File: config.mk
export PLATFORM = sky130hd
export DESIGN_NAME = karatsuba_job_sequencer
export DESIGN_NICKNAME = d
export VERILOG_FILES = /design/src/rtl/karatsuba_job_sequencer_pkg.sv /design/src/rtl/kara_operand_fifo.sv /design/src/rtl/karatsuba_job_sequencer.sv
export SDC_FILE = /design/constraint.sdc
export NUM_CORES = 1
export LEC_CHECK = 0
export BUFFER_PORTS_ARGS = -buffer_cell sky130_fd_sc_hd__buf_2
export CORE_MARGIN = 3
export CORE_UTILIZATION = 50
export DETAILED_ROUTE_END_ITERATION = 10
export HOLD_SLACK_MARGIN = 0.02
export PLACE_DENSITY = 0.75
export SLEW_MARGIN = 30
export SYNTH_ARGS = -nofsm -noshare
export SYNTH_HDL_FRONTEND = slang
export SYNTH_SLANG_ARGS = --single-unit
File: constraint.sdc
create_clock -name clk -period 4 [get_ports clk]
set_input_delay 0.2 -clock clk [delete_from_list [all_inputs] [get_ports clk]]
set_output_delay 0.2 -clock clk [all_outputs]
set_load 0.02 [all_outputs]
File: src/rtl/karatsuba_job_sequencer_pkg.sv
// Shared definitions for the Karatsuba job sequencer: FSM state encoding
// and default multiplier latency.
package karatsuba_job_sequencer_pkg;

    typedef enum logic [3:0] {
        ST_IDLE    = 4'b0001,
        ST_CLEAR   = 4'b0010,
        ST_RUN     = 4'b0100,
        ST_CAPTURE = 4'b1000
    } seq_state_e;

    localparam int MUL_LATENCY_DEFAULT = 6;

endpackage

File: src/rtl/kara_operand_fifo.sv
// Synchronous operand FIFO with asynchronous reset; dout shows the head entry
// so it is valid in the same cycle pop is asserted.
module kara_operand_fifo #(
    parameter int W     = 64,
    parameter int DEPTH = 4
) (
    input  logic         clk,
    input  logic         rst,
    input  logic         push,
    input  logic         pop,
    input  logic [W-1:0] din,
    output logic [W-1:0] dout,
    output logic         full,
    output logic         empty
);
    localparam int AW = $clog2(DEPTH);

    logic [W-1:0]  mem_q [DEPTH];
    logic [AW-1:0] wr_ptr_q, wr_ptr_d;
    logic [AW-1:0] rd_ptr_q, rd_ptr_d;
    logic [AW:0]   count_q, count_d;
    logic          do_push_s;
    logic          do_pop_s;

    assign full      = (count_q == (AW+1)'(DEPTH));
    assign empty     = (count_q == '0);
    assign dout      = mem_q[rd_ptr_q];
    assign do_push_s = push & ~full;
    assign do_pop_s  = pop & ~empty;

    // Pointer and occupancy next-state
    always_comb begin
        wr_ptr_d = wr_ptr_q;
        rd_ptr_d = rd_ptr_q;
        count_d  = count_q;
        if (do_push_s) begin
            wr_ptr_d = wr_ptr_q + AW'(1);
        end else begin
            wr_ptr_d = wr_ptr_q;
        end
        if (do_pop_s) begin
            rd_ptr_d = rd_ptr_q + AW'(1);
        end else begin
            rd_ptr_d = rd_ptr_q;
        end
        case ({do_push_s, do_pop_s})
            2'b10:   count_d = count_q + (AW+1)'(1);
            2'b01:   count_d = count_q - (AW+1)'(1);
            default: count_d = count_q;
        endcase
    end

    // Pointer and occupancy registers
    always_ff @(posedge clk or posedge rst) begin
        if (rst) begin
            wr_ptr_q <= '0;
            rd_ptr_q <= '0;
            count_q  <= '0;
        end else begin
            wr_ptr_q <= wr_ptr_d;
            rd_ptr_q <= rd_ptr_d;
            count_q  <= count_d;
        end
    end

    // Storage array; contents need no reset since count gates every read
    always_ff @(posedge clk) begin
        if (do_push_s) begin
            mem_q[wr_ptr_q] <= din;
        end
    end

endmodule

File: src/rtl/karatsuba_job_sequencer.sv
// Feeds operand pairs one at a time to the iterative Karatsuba multiplier
// (clear, fixed-length run, capture) and holds each product in an output slot.
module karatsuba_job_sequencer
    import karatsuba_job_sequencer_pkg::*;
#(
    parameter int DEPTH       = 4,
    parameter int MUL_LATENCY = MUL_LATENCY_DEFAULT
) (
    input  logic        clk,
    input  logic        rst,
    input  logic        in_valid,
    output logic        in_ready,
    input  logic [31:0] in_a,
    input  logic [31:0] in_b,
    output logic        mul_rst,
    output logic        mul_enable,
    output logic [31:0] mul_a,
    output logic [31:0] mul_b,
    input  logic [63:0] mul_c,
    output logic        out_valid,
    input  logic        out_ready,
    output logic [63:0] out_c,
    output logic        busy
);
    localparam int CNT_W = $clog2(MUL_LATENCY + 1);

    seq_state_e        state_q, state_d;
    logic [63:0]       op_q, op_d;
    logic [CNT_W-1:0]  cnt_q, cnt_d;
    logic              out_valid_q, out_valid_d;
    logic [63:0]       out_c_q, out_c_d;

    logic              fifo_full_s;
    logic              fifo_empty_s;
    logic [63:0]       fifo_dout_s;
    logic              push_s;
    logic              pop_s;
    logic              slot_free_s;

    assign in_ready    = ~fifo_full_s;
    assign push_s      = in_valid & ~fifo_full_s;
    assign slot_free_s = ~out_valid_q | out_ready;

    kara_operand_fifo #(
        .W     (64),
        .DEPTH (DEPTH)
    ) u_fifo (
        .clk   (clk),
        .rst   (rst),
        .push  (push_s),
        .pop   (pop_s),
        .din   ({in_a, in_b}),
        .dout  (fifo_dout_s),
        .full  (fifo_full_s),
        .empty (fifo_empty_s)
    );

    // Job sequencing and output-slot next-state
    always_comb begin
        state_d     = state_q;
        op_d        = op_q;
        cnt_d       = cnt_q;
        out_valid_d = out_valid_q;
        out_c_d     = out_c_q;
        pop_s       = 1'b0;

        if (out_valid_q & out_ready) begin
            out_valid_d = 1'b0;
        end else begin
            out_valid_d = out_valid_q;
        end

        case (state_q)
            ST_IDLE: begin
                if (!fifo_empty_s) begin
                    pop_s   = 1'b1;
                    op_d    = fifo_dout_s;
                    state_d = ST_CLEAR;
                end else begin
                    state_d = ST_IDLE;
                end
            end
            ST_CLEAR: begin
                cnt_d   = '0;
                state_d = ST_RUN;
            end
            ST_RUN: begin
                cnt_d = cnt_q + CNT_W'(1);
                if (cnt_q == CNT_W'(MUL_LATENCY - 1)) begin
                    state_d = ST_CAPTURE;
                end else begin
                    state_d = ST_RUN;
                end
            end
            ST_CAPTURE: begin
                // enable is low here, so mul_c holds until the slot frees
                if (slot_free_s) begin
                    out_c_d     = mul_c;
                    out_valid_d = 1'b1;
                    state_d     = ST_IDLE;
                end else begin
                    state_d = ST_CAPTURE;
                end
            end
            default: begin
                state_d = ST_IDLE;
            end
        endcase
    end

    // Sequencer state, operand, counter and output slot registers
    always_ff @(posedge clk or posedge rst) begin
        if (rst) begin
            state_q     <= ST_IDLE;
            op_q        <= '0;
            cnt_q       <= '0;
            out_valid_q <= 1'b0;
            out_c_q     <= '0;
        end else begin
            state_q     <= state_d;
            op_q        <= op_d;
            cnt_q       <= cnt_d;
            out_valid_q <= out_valid_d;
            out_c_q     <= out_c_d;
        end
    end

    assign mul_rst    = rst | (state_q == ST_CLEAR);
    assign mul_enable = (state_q == ST_RUN);
    assign mul_a      = op_q[63:32];
    assign mul_b      = op_q[31:0];
    assign out_valid  = out_valid_q;
    assign out_c      = out_c_q;
    assign busy       = (state_q != ST_IDLE) | ~fifo_empty_s | out_valid_q;

endmodule
---- Word-level counts from Yosys, hierarchy flattened ----
Memory sizes are Yosys's and may differ from the RTL's. A register that Yosys moved wholly into a read port is not among the register bits.
Cells that the tools add are included.
Widths: inputs -> output; s select.
storage, ports and cells
  register bits after elaboration ......... 79
  memory bits (writable) .................. 256
  bits of input ports ..................... 132
  memories kept ........................... 1
cells by class
  add/sub/neg operators ................... 5
  equal/unequal tests ..................... 9
  muxes and demuxes ....................... 13
  bitwise gates (word level) .............. 11
  reduce and logical (&&, ||, !) cells .... 5
memory list
  memory        words  width  read ports  clocked after memory_dff  write ports  RTL line                 text
  u_fifo.mem_q  4      64     1           1                         1            kara_operand_fifo.sv:18  logic [W-1:0] mem_q [DEPTH];
operators with widths
  operator             count
  $pmux 4 s4           1
  $pmux 3 s2           2
  $mux 4               2
  $mux 1               7
  $add 3x1->3 const B  2
  $eq 3x3->1 const B   2
  $add 2x1->2 const B  2
  $and 1x1->1          4
  $eq 4x1->1 const B   1
  $eq 4x2->1 const B   1
  $eq 4x3->1 const B   1
  $eq 4x4->1 const B   1
  $ne 4x1->1 const B   1
  $or 1x1->1           4
  $reduce_and 2->1     2
  $reduce_bool 2->1    2
  $logic_not 3->1      1
  $not 1->1            3
  $sub 3x1->3 const B  1
  $eq 2x1->1 const B   1
  $eq 2x2->1 const B   1
  $mux 2               1

---- Depth between registers and ports, before layout ----
  depth in word-level cells ............... 6
  mapped depth ............................ 10

---- Cells and area by module ----
A second synthesis with hierarchy kept.
second synthesis, totals
  cell total of the unflattened synthesis .. 697
  area total of the unflattened synthesis .. 15190.8 µm²
by module, submodules not included
  module                   instances  cells an instance  area each (µm²)  seq. area each (µm²)
  kara_operand_fifo        1          372                9659.3           7862.5
  karatsuba_job_sequencer  1          325                5531.6           3404.5

---- Worst setup path before layout ----
OpenSTA, ideal clock, no wires.
  path type ............................... flip-flop to flip-flop
  start ................................... register u_fifo.count_q[2]
  end ..................................... memory u_fifo.mem_q[0][0], enable pin
  data arrival time ....................... 2.315 ns
  path slack .............................. 1.256 ns
  cell stages (with the launch flop) ...... 3
  cell sequence ........................... dfrtp_1 > or3b_1 > and3_1
on the way
  word-level cells in the longest chain between the ends .. 6
ends and longest elaborated chain
  element                         RTL line                       text
  from (decl)                     kara_operand_fifo.sv:21        logic [AW:0] count_q, count_d;
  from (signal assigned)          kara_operand_fifo.sv:62        count_q <= count_d;
  $eq 3x3->1 *                    kara_operand_fifo.sv:25        assign full = (count_q == (AW+1)'(DEPTH));
  $not 1->1 *                     -
  net in_ready                    karatsuba_job_sequencer.sv:12  output logic in_ready,
  $and 1x1->1                     karatsuba_job_sequencer.sv:41  assign push_s = in_valid & ~fifo_full_s;
  $and 1x1->1 *                   kara_operand_fifo.sv:28        assign do_push_s = push & ~full;
  $mux 1 *                        kara_operand_fifo.sv:68        if (do_push_s) begin
  $mux 1 (implied by the code) *  kara_operand_fifo.sv:69        mem_q[wr_ptr_q] <= din;
  to (decl)                       kara_operand_fifo.sv:18
Mark *: on every way through the listed nets, which the timed path passes. The rest lies on a longest branch.

---- Worst setup path in the final report ----
  start ................................... register state_q[1]
  end ..................................... register out_c_q[47] (netlist: out_c[47])
on the way
  word-level cells in the longest chain between the ends .. 2
ends and longest elaborated chain
  element                     RTL line                        text
  from (decl)                 karatsuba_job_sequencer.sv:27   seq_state_e state_q, state_d;
  from (signal assigned)      karatsuba_job_sequencer.sv:120  state_q <= state_d;
  $eq 4x4->1                  karatsuba_job_sequencer.sv:73   case (state_q)
  $reduce_and 2->1 (no line)  -
  to (signal assigned)        karatsuba_job_sequencer.sv:124  out_c_q <= out_c_d;
  to (decl)                   karatsuba_job_sequencer.sv:31   logic [63:0] out_c_q, out_c_d;
Every way passes these cells.
A chain may end at the register's enable or synchronous reset.

==> results_dict.tcl <==
set metrics [dict create \
    outcome "finished clean" \
    floorplan.initialDensity_pct 51.6 \
    clockRootBuffer "clkbuf_16" \
    synth_nets 827 \
    drt-initial-drc-count 457 \
    fin_setup_tns_ns 0 \
    timing.critical_path.from "state_q[1]$_DFF_PP0_" \
    yosysTopAreaCellShare_pct 51.1 \
    fp.dieW_um 179 \
    grt_max_degree 133 \
    tightest_slew_ns 0.809 \
    ctsResizeCount 0 \
    io_buffers 264 \
    rrSetupSlack_ns 1.54 \
    grt_overflow 0 \
    synth-async-reset-ratio_pct 35.8 \
    dr.pass1.iters 5 \
    cts_buffer_depth 3 \
    io_pins 265 \
    post_drt_wl_per_cell_um 21.2 \
    path_max_fanout 47 \
    nFillCells 1916 \
    tritoncts "done" \
    synthTopCellsByArea "edfxtp_1 51%, dfrtp_1 24%, mux4_2 9.6%, mux2_2 5.5%, mux2_4 4.9%" \
    post-synth-top-count-cell "edfxtp_1" \
    synth.yosys.warnings 0 \
    timing.max_slew.rel_slack_pct 46.1 \
    r2r_cells 4 \
    yosysUniqueCellTypes 42 \
    hold_viol 0 \
    clk_latency_ns 0.53 \
    post_cts_buffers 0 \
    clk_pin_slew_worst_paths_ns 0.06 \
    ir_drop_mv 0.522 \
    drv_slew 0 \
    grt_usage_pct 20.1 \
    hp-class "in2reg" \
    fin_crit_sh_pct 61.4 \
    vias 7951 \
    finalPower_mw 13.7 \
    area.sequential_um2 11300 \
    critical-path-top-delay-family "simple AND/OR/NAND/NOR gates" \
    area_growth_pct 29.6 \
    crit_type "reg2reg" \
    leakagePower_nw 7.78 \
    fin_crit_ns 2.46 \
    die-area_um2 32200 \
    synth-edff-count 256 \
    final_core_util_pct 66.8 \
    critPathSlowestCell "or4b_4" \
    cp_num_buf_inv 1 \
    r2r_start "state_q[1]$_DFF_PP0_" \
    drt-vias-per-instance 5.23 \
    fp.coreArea_um2 29200 \
    fin_skew_ns 0.0146 \
    cp_slowest_stage_delay_ns 0.57 \
    grt_pass1_wl_mm 51.4 \
    synth_cells 687 \
    placedCellCount 1317 \
    drive_gt1_share_pct 47.5 \
    antenna_left 0 \
    rows 62 \
    rr_endpoint "out_c[47]$_DFFE_PP0P_" \
    cts_max_level 2 \
    fmax_ghz 0.407 \
    critPathCaptureType "register" \
    path_depth 4 \
    rsz0062_at_grt "no" \
    worstPathArrival_ns 2.85 \
    hpwlAfterDp_mm 18.5 \
    critPathRequiredTime_ns 4.40 \
    syn_area_um2 15000 \
    setup_viol 0 \
    synth_commonest_cells "256 x edfxtp_1, 142 x dfrtp_1, 73 x mux2_2" \
    routed_wl_mm 32.3 \
    antenna_found_initial 0 \
    place.gp.congestion 0.806 \
    start_kind "register" \
    ys_seq_area_share_pct 74.9 \
    antenna_cells 0 \
    multi_input_area_um2 3560 \
    final_cells 1520 \
    crit_path_cell_trace "or4b_4, nand2b_4, buf_4, mux2_4" \
    drv_cap 0 \
    die_height_um 179 \
    holdBufCountCts 129 \
    avgSynthCellArea_um2 21.9 \
    tritoncts_num_sinks 399 \
    power_per_cell_area_nw_per_um2 703 \
    synth.largest_area_cell "edfxtp_1" \
    cts_made_buffers 41 \
    synthFlopType "edfxtp_1" \
    nets 1245 \
    grt_pass1_vias 8927 \
    crit_end "out_c[47]$_DFFE_PP0P_" \
    synth-seq-cells 399 \
    route.detailed.drc 0 \
]
[worst min-delay path by stage]
| stage | start | endpoint | slack [ns] | cells past startpoint |
|---|---|---|---|---|
| after floorplan | in_b[0] | u_fifo.mem_q[0][0]$_DFFE_PP_ | 0.30 | 0 |
| after global placement | rst | out_c[55]$_DFFE_PP0P_ | 0.19 | 2 |
| after detailed placement | rst | out_c[55]$_DFFE_PP0P_ | 0.20 | 2 |
| after CTS | out_ready | out_valid$_DFF_PP0_ | 0.03 | 3 |
| after global routing | out_ready | out_valid$_DFF_PP0_ | 0.06 | 3 |
| final | out_ready | out_valid$_DFF_PP0_ | 0.05 | 3 |
[flip-flops by register name, indices dropped and copies added, names as in the netlist]
name / flops
op_q: 64
u_fifo.wr_ptr_q: 2
out_c: 64
cnt_q: 3
state_q: 4
u_fifo.mem_q: 256
u_fifo.rd_ptr_q: 2
u_fifo.count_q: 3
out_valid: 1
[stage by stage]
step | cell area, µm² | worst slack (ns) | hold slack (ns)
3_5_place_dp | 16800 | 1.55 | 0.195
5_1_grt | 19500 | 1.43 | 0.0622
6_report | 19500 | 1.54 | 0.0488
3_3_place_gp | 16800 | 1.43 | 0.195
4_1_cts | 19500 | 1.54 | 0.0328
2_1_floorplan | 15000 | 1.26 | 0.299
[per-layer routing]
layer  routed length (µm)  vias up  track usage, %  share of wire, %
li1                     -     3546               -                 -
met1                13100     4083            25.8                41
met2                16400      273            35.2                51
met3                 2170       49            4.81               6.7
met4                  629        0            4.64               1.9
met5                    0        -               0                 0
[cells by family after synthesis]
family / synth area share, %
compound gates: 0.491
xor+xnor: 0.408
fa+ha+maj: 0.715
buf+inv: 1.60
flops: 74.9
mux: 20.6
simple gates: 1.26
[report_power, final]
part	internal [mW]	leakage, nW	total [mW]	switching (mW)
clock	2.25	0.675	3.78	1.53
combinational	1.93	3.09	3.95	2.02
sequential	5.46	4.02	5.98	0.523
total	9.64	7.78	13.7	4.07
[worst min-delay path: stages]
cell and delay (ns):
buf_2 0.07, nand2b_1 0.19, nand2_1 0.07
[final cells by class]
| class | instances | share of cell area (%) |
|---|---|---|
| Clock buffer | 64 | 6.49 |
| Clock inverter | 10 | 0.533 |
| Inverter | 7 | 0.154 |
| Multi-Input combinational cell | 249 | 18.2 |
| Sequential cell | 399 | 57.8 |
| Tap cell | 384 | 2.46 |
| Timing Repair Buffer | 407 | 14.3 |
[layout by cell type (no fill, tap or decap), drive strengths merged, types with 3 or more instances in the layout]
master and instances:
dfrtp 142, nand2b 3, clkbuf 64, ha 7, and3 4, nor2 3
o21ai 3, inv 8, mux2 130, edfxtp 256, dlygate4sd3 129, xnor2 4
clkinv 7, mux4 64, xor2 3, buf 278, nor3 3
Note: power is estimated with default switching activity, not from simulation.
